**src/rtl/bp_pkg.sv**
```systemverilog
// Shared definitions for the branch predictor.
//   idx_w / tag_w  : BTB index and tag widths for a given geometry.
//   ctr_weak_nt, ctr_weak_t, ctr_strong_t : direction-counter constants
//                    derived from the counter width (01..1, 10..0, 11..1).
// The entry and prediction structs depend on module parameters, so they are
// declared in the modules from these widths.
package bp_pkg;

  function automatic int idx_w(input int entries);
    return $clog2(entries);
  endfunction

  function automatic int tag_w(input int xlen, input int entries);
    return xlen - $clog2(entries) - 2;
  endfunction

  function automatic int ctr_weak_t(input int bits);
    return 1 << (bits - 1);
  endfunction

  function automatic int ctr_weak_nt(input int bits);
    return (1 << (bits - 1)) - 1;
  endfunction

  function automatic int ctr_strong_t(input int bits);
    return (1 << bits) - 1;
  endfunction

endpackage

```
**src/rtl/bp_table.sv**
```systemverilog
// Direct-mapped BTB with per-entry saturating direction counters.
// Ports:
//   clk, rst_n              : clock, asynchronous active-low reset
//   rd_pc                   : lookup PC (combinational read port)
//   rd_taken, rd_target     : prediction for rd_pc (miss -> not taken, pc+4)
//   wr_en                   : resolved branch/jump commits this edge
//   wr_pc, wr_taken,
//   wr_jump, wr_target      : resolved instruction PC, direction, jump flag, target
module bp_table
  import bp_pkg::*;
#(
  parameter int XLEN     = 32,
  parameter int ENTRIES  = 16,
  parameter int CTR_BITS = 2
) (
  input  logic            clk,
  input  logic            rst_n,
  input  logic [XLEN-1:0] rd_pc,
  output logic            rd_taken,
  output logic [XLEN-1:0] rd_target,
  input  logic            wr_en,
  input  logic [XLEN-1:0] wr_pc,
  input  logic            wr_taken,
  input  logic            wr_jump,
  input  logic [XLEN-1:0] wr_target
);

  localparam int IDX_W = idx_w(ENTRIES);
  localparam int TAG_W = tag_w(XLEN, ENTRIES);

  localparam logic [CTR_BITS-1:0] CTR_WEAK_NT  = CTR_BITS'(ctr_weak_nt(CTR_BITS));
  localparam logic [CTR_BITS-1:0] CTR_WEAK_T   = CTR_BITS'(ctr_weak_t(CTR_BITS));
  localparam logic [CTR_BITS-1:0] CTR_STRONG_T = CTR_BITS'(ctr_strong_t(CTR_BITS));

  typedef struct packed {
    logic                valid;
    logic [TAG_W-1:0]    tag;
    logic [XLEN-1:0]     target;
    logic [CTR_BITS-1:0] ctr;
  } btb_entry_t;

  btb_entry_t tbl [ENTRIES];

  function automatic logic [CTR_BITS-1:0] ctr_inc(input logic [CTR_BITS-1:0] c);
    return (c == CTR_STRONG_T) ? c : c + CTR_BITS'(1);
  endfunction

  function automatic logic [CTR_BITS-1:0] ctr_dec(input logic [CTR_BITS-1:0] c);
    return (c == '0) ? c : c - CTR_BITS'(1);
  endfunction

  // Instructions are word aligned; the low PC bits carry no index/tag info.
  logic rd_pc_unused;
  logic wr_pc_unused;
  assign rd_pc_unused = ^rd_pc[1:0];
  assign wr_pc_unused = ^wr_pc[1:0];

  logic [IDX_W-1:0] rd_idx;
  logic [TAG_W-1:0] rd_tag;
  btb_entry_t       rd_entry;
  logic             rd_hit;

  assign rd_idx    = rd_pc[IDX_W+1:2];
  assign rd_tag    = rd_pc[XLEN-1:IDX_W+2];
  assign rd_entry  = tbl[rd_idx];
  assign rd_hit    = rd_entry.valid && (rd_entry.tag == rd_tag);
  assign rd_taken  = rd_hit && rd_entry.ctr[CTR_BITS-1];
  assign rd_target = rd_taken ? rd_entry.target : rd_pc + XLEN'(4);

  logic [IDX_W-1:0] wr_idx;
  logic [TAG_W-1:0] wr_tag;
  btb_entry_t       wr_entry;
  logic             wr_hit;

  assign wr_idx   = wr_pc[IDX_W+1:2];
  assign wr_tag   = wr_pc[XLEN-1:IDX_W+2];
  assign wr_entry = tbl[wr_idx];
  assign wr_hit   = wr_entry.valid && (wr_entry.tag == wr_tag);

  // Reads are combinational from the registered array, so a same-cycle
  // lookup always observes the contents before this edge's update.
  always_ff @(posedge clk or negedge rst_n) begin
    if (!rst_n) begin
      for (int i = 0; i < ENTRIES; i++) begin
        tbl[i].valid  <= 1'b0;
        tbl[i].tag    <= '0;
        tbl[i].target <= '0;
        tbl[i].ctr    <= CTR_WEAK_NT;
      end
    end else if (wr_en) begin
      if (wr_hit) begin
        if (wr_taken) begin
          tbl[wr_idx].ctr    <= ctr_inc(wr_entry.ctr);
          tbl[wr_idx].target <= wr_target;
        end else begin
          tbl[wr_idx].ctr <= ctr_dec(wr_entry.ctr);
        end
      end else if (wr_taken) begin
        tbl[wr_idx].valid  <= 1'b1;
        tbl[wr_idx].tag    <= wr_tag;
        tbl[wr_idx].target <= wr_target;
        tbl[wr_idx].ctr    <= CTR_WEAK_T;
      end
      // Jumps always go strongly taken; a not-taken miss leaves another
      // PC's entry alone, so the override is limited to the owned entry.
      if (wr_jump && (wr_hit || wr_taken)) begin
        tbl[wr_idx].ctr <= CTR_STRONG_T;
      end
    end
  end

endmodule

```
**src/rtl/branch_predictor.sv**
```systemverilog
// Dynamic branch predictor for the 5-stage pipeline.
// Fetch-stage lookup is combinational; each prediction rides decode and
// execute shadow slots (obeying Stall/Flush) and is resolved in execute.
// Ports:
//   clk, rst_n                      : clock, asynchronous active-low reset
//   PC_fe                           : fetch PC
//   PredTaken_fe, PredTarget_fe     : fetch prediction
//   Stall, Flush                    : pipeline controls (Flush wins)
//   Valid_ex, IsBr_ex, IsJump_ex,
//   Taken_ex, Target_ex, PC_ex      : resolved execute-stage instruction
//   Mispredict_ex, Redirect_ex      : mispredict flag and corrective PC
//   BranchCnt, MispredCnt           : saturating statistics
module branch_predictor
  import bp_pkg::*;
#(
  parameter int XLEN     = 32,
  parameter int ENTRIES  = 16,
  parameter int CTR_BITS = 2,
  parameter int CNT_BITS = 32
) (
  input  logic                clk,
  input  logic                rst_n,
  input  logic [XLEN-1:0]     PC_fe,
  output logic                PredTaken_fe,
  output logic [XLEN-1:0]     PredTarget_fe,
  input  logic                Stall,
  input  logic                Flush,
  input  logic                Valid_ex,
  input  logic                IsBr_ex,
  input  logic                IsJump_ex,
  input  logic                Taken_ex,
  input  logic [XLEN-1:0]     Target_ex,
  input  logic [XLEN-1:0]     PC_ex,
  output logic                Mispredict_ex,
  output logic [XLEN-1:0]     Redirect_ex,
  output logic [CNT_BITS-1:0] BranchCnt,
  output logic [CNT_BITS-1:0] MispredCnt
);

  typedef struct packed {
    logic            taken;
    logic [XLEN-1:0] target;
  } pred_t;

  function automatic logic [CNT_BITS-1:0] sat_inc(input logic [CNT_BITS-1:0] c);
    return (&c) ? c : c + CNT_BITS'(1);
  endfunction

  logic br_ex;
  assign br_ex = Valid_ex && IsBr_ex;

  bp_table #(
    .XLEN     (XLEN),
    .ENTRIES  (ENTRIES),
    .CTR_BITS (CTR_BITS)
  ) u_table (
    .clk       (clk),
    .rst_n     (rst_n),
    .rd_pc     (PC_fe),
    .rd_taken  (PredTaken_fe),
    .rd_target (PredTarget_fe),
    .wr_en     (br_ex),
    .wr_pc     (PC_ex),
    .wr_taken  (Taken_ex),
    .wr_jump   (IsJump_ex),
    .wr_target (Target_ex)
  );

  pred_t pred_fe;
  pred_t slot_de_p0;
  pred_t slot_ex_p1;

  assign pred_fe = '{taken: PredTaken_fe, target: PredTarget_fe};

  // Fetch -> decode slot -> execute slot
  always_ff @(posedge clk or negedge rst_n) begin
    if (!rst_n) begin
      slot_de_p0 <= '0;
      slot_ex_p1 <= '0;
    end else if (Flush) begin
      slot_de_p0 <= '0;
      slot_ex_p1 <= '0;
    end else if (Stall) begin
      slot_ex_p1 <= '0;
    end else begin
      slot_de_p0 <= pred_fe;
      slot_ex_p1 <= slot_de_p0;
    end
  end

  // Execute-stage resolution
  always_comb begin
    Mispredict_ex = 1'b0;
    if (Valid_ex) begin
      if (IsBr_ex) begin
        Mispredict_ex = (Taken_ex != slot_ex_p1.taken) ||
                        (Taken_ex && (Target_ex != slot_ex_p1.target));
      end else begin
        Mispredict_ex = slot_ex_p1.taken;
      end
    end
  end

  assign Redirect_ex = (IsBr_ex && Taken_ex) ? Target_ex : PC_ex + XLEN'(4);

  always_ff @(posedge clk or negedge rst_n) begin
    if (!rst_n) begin
      BranchCnt  <= '0;
      MispredCnt <= '0;
    end else begin
      if (br_ex)         BranchCnt  <= sat_inc(BranchCnt);
      if (Mispredict_ex) MispredCnt <= sat_inc(MispredCnt);
    end
  end

endmodule

```
**config.mk**
```make
export PLATFORM = sky130hd
export DESIGN_NAME = branch_predictor
export DESIGN_NICKNAME = d
export VERILOG_FILES = /design/src/rtl/bp_pkg.sv /design/src/rtl/bp_table.sv /design/src/rtl/branch_predictor.sv
export SDC_FILE = /design/constraint.sdc
export NUM_CORES = 2
export LEC_CHECK = 0
export CORE_MARGIN = 3
export CORE_UTILIZATION = 35
export CTS_CLUSTER_DIAMETER = 40
export DETAILED_ROUTE_END_ITERATION = 10
export GPL_TIMING_DRIVEN = 0
export HOLD_SLACK_MARGIN = 0.08
export PLACE_DENSITY = 0.56
export SLEW_MARGIN = 5
export SYNTH_ARGS = -nofsm -noshare
export SYNTH_HDL_FRONTEND = slang
export SYNTH_HIERARCHICAL = 1
export SYNTH_SLANG_ARGS = --single-unit
```
**constraint.sdc**
```tcl
create_clock -name clk -period 19.3 [get_ports clk]
set_clock_uncertainty 0.1 [all_clocks]
set_input_delay 5.79 -clock clk [delete_from_list [all_inputs] [get_ports clk]]
set_output_delay 5.79 -clock clk [all_outputs]
set_load 0.02 [all_outputs]
```
==> flow_metrics.py <==
metrics = {
    "power": {
        "peakVddDrop_v": 0.0000970,
        "powerDensity_nw_per_um2": 107,
        "p_total_uw": 7370,
        "leakage_uw": 0.0301,
    },
    "sta": {
        "holdWs_ns": 0.366,
        "hold_viol_final": 0,
        "fin_crit_sh_pct": 98.6,
        "slew_viol_final": 1,
        "fmax_ghz": 0.0525,
        "final-setup-viol-count": 0,
        "tightest_slew_ns": 1.50,
        "layout_min_cycle_time_ns": 19.04,
        "fin_tns_setup_ns": 0,
        "slew_headroom_pct": -0.189,
        "rsz0062_at_grt": "false",
    },
    "run_status": {
        "status": "finished with violations",
        "violations": "capacitance limit, slew limit",
    },
    "clock_network": {
        "cts_sinks": 1106,
        "cts_resized": 0,
        "cts_hold_buf": 0,
        "clock_path_buffers": 3,
        "clk_pin_slew_worst_paths_ns": 0.05,
        "clock-root-buffer": "clkbuf_16",
        "cts_tree": "yes",
        "insertion_delay_ns": 0.83,
        "htree_levels": 4,
        "numCtsBuffers": 184,
        "post_cts_buffers": 0,
    },
    "drt": {
        "routed_wl_mm": 222,
        "vias": 41000,
        "viasPerCell": 5.83,
        "drc": 0,
        "wl_per_cell_um": 31.6,
        "detail_route.iter0.violations": 4630,
        "ant_nets": 0,
        "dr.pass1.iters": 5,
    },
    "critical_path": {
        "crit_path_cell_trace": "clkdlybuf4s50_1 > buf_2 > buf_4 > buf_2 > clkbuf_1 > clkbuf_1 > buf_1 > clkbuf_1 > mux4_2 > mux4_2 > nand2_1 > o21ai_0 > clkdlybuf4s50_1",
        "path_max_fanout": 10,
        "endpoint_kind": "output port",
        "crit_path_max_incr_delay_ns": 1.00,
        "critPathKind": "primary input to output port",
        "arrival_ns": 13.15,
        "cp_common_cell": "clkbuf_1",
        "worst_setup_path_start_kind": "primary input",
        "r2r_cells": 11,
        "worst_path_max_delay_cell": "clkbuf_1",
        "cp.required_ns": 13.41,
    },
    "cells_and_area": {
        "drive_gt1_share_pct": 33.2,
        "mostFrequentLayoutCells": "dfrtp_1, nand2_1, mux2_2, mux4_2, clkbuf_1",
        "area.growth.synth_to_final_pct": 20.8,
        "final_common_cell": "dfrtp_1",
        "fillers": 14900,
        "final_area_um2": 68600,
        "seq_area_um2": 27700,
        "multi_input_area_um2": 27300,
        "nNetsFinal": 4816,
        "layout.cells.non_filler": 7027,
    },
    "logic_synthesis": {
        "synth_seq_cells": 1106,
        "synth_area_um2": 56700,
        "synth-seq-area-share_pct": 48.8,
        "synth_edf_count": 0,
        "yosysTopAreaCell": "dfrtp_1",
        "avgSynthCellArea_um2": 13.2,
        "synth_cell_types": 81,
        "synth_top_area_share_pct": 48.1,
        "syn_inst": 4285,
        "synthFlopType": "dfrtp_1",
        "ys_warn_count": 6,
        "synth_area_leaders": "dfrtp_1, mux4_2, mux2_2",
        "synthArstFlopShare_pct": 100,
        "synth_fp_nets": 4393,
    },
    "place": {
        "dp_hpwl_mm": 155,
        "dpl_cell_area_um2": 62000,
        "gp_congestion": 1.01,
        "dpl.cell_count": 6682,
        "io_buffers": 229,
    },
    "hold_path": {
        "hold_depth": 2,
        "worst_hold_path_type": "flop to flop",
    },
    "global_route": {
        "grt-busiest-layer": "met2",
        "grt_antenna_before_repair": 10,
        "grt_use_met1_pct": 35.1,
        "use_met2_pct": 39.1,
        "grt_pass1_wl_mm": 315,
        "first_global_vias": 41400,
        "grt_max_degree": 159,
        "overflow": 0,
        "groute.usage.overall_pct": 26.3,
        "grt_util_met3_pct": 8.97,
    },
    "die": {
        "die_width_um": 409,
        "boundaryPins": 234,
        "die_area_um2": 167000,
        "die_h_um": 409,
        "rows": 147,
        "start_util_pct": 35.3,
        "core_um2": 161000,
    },
    "flow_run": {
        "cap_violations": 2,
    },
}
[synth_stat cells (all sizes together) (9+ instances only)]
| cell type | instances |
|---|---|
| and2 | 40 |
| xnor2 | 141 |
| nand3 | 70 |
| a311oi | 13 |
| mux4 | 399 |
| nor3 | 48 |
| and3 | 27 |
| nor2 | 127 |
| mux2i | 80 |
| o21ai | 81 |
| a21oi | 26 |
| buf | 120 |
| dfstp | 16 |
| xor2 | 55 |
| dfrtp | 1090 |
| inv | 27 |
| nor4 | 12 |
| and4 | 9 |
| a22oi | 15 |
| or2 | 18 |
| o32a | 13 |
| clkbuf | 208 |
| mux2 | 764 |
| nand2 | 731 |
| nand2b | 11 |
| nand4 | 46 |
| o22ai | 14 |
[worst max-delay path, delay by kind of cell]
family | cells | cell delay [ns]
buffers and inverters | 9 | 5.79
AND/OR/NAND/NOR | 1 | 0.09
multiplexers | 2 | 1.02
AO/OA/AOI/OAI | 1 | 0.38
[where the power goes]
part           switching (uW)  internal [uW]
sequential                205           2620
combinational             537            555
clock                    1280           2170
[logic make-up after synthesis]
group                      count (synthesis)  share of synthesized area, %
AOI/OAI and AO/OA                        209                          2.41
xor gates and xnor gates                 196                          3.03
adders and majority gates                  5                         0.106
buffers and inverters                    358                          3.07
DFF                                     1106                          48.8
muxes                                   1243                          33.2
and+or+nand+nor                         1168                          9.36
[per-layer routing]
metal  vias up  part of all wire [%]  routed length, um
met4         2                   4.8              10700
met5         -                0.0059                 13
met2      2232                    44              97500
met1     21800                    40              89600
li1      16500                     -                  -
met3       472                    11              24000
[per-stage QoR]
stage,util (%),setup slack [ns]
finish,42.6,0.263
floorplan,-,4.33
detailed placement,38.6,0.270
CTS,42.6,0.261
global placement,38.4,-40.16
global route,42.6,0.185
[path summary, 6_finish.rpt]
| path | startpoint | endpoint | slack, ns |
|---|---|---|---|
| worst max register to register | flop | slot_de_p0[30] | 14.33 |
| max in group asynchronous | rst_n | asynchronous set/reset pin | 11.35 |
| worst min-delay path | u_table/tbl[621] | u_table/tbl[621] | 0.37 |
| min in group asynchronous | rst_n | u_table/tbl[69] | 4.78 |
| worst max-delay path | PC_fe[2] | PredTarget_fe[23] | 0.26 |
| worst min register to register | u_table/tbl[621] | u_table/tbl[621] | 0.37 |
[cell type report]
type                    count  share of cell area (%)
flip-flops and latches   1106                    40.4
multi-input cells        2821                    39.8
clock buffers             227                    7.25
well taps                2160                    3.94
repair buffers            237                    3.67
plain buffers             328                    2.39
clock inverters           113                    2.32
inverters                  30                   0.164
diodes                      5                  0.0183
Note: power is estimated with default switching activity, not from simulation.
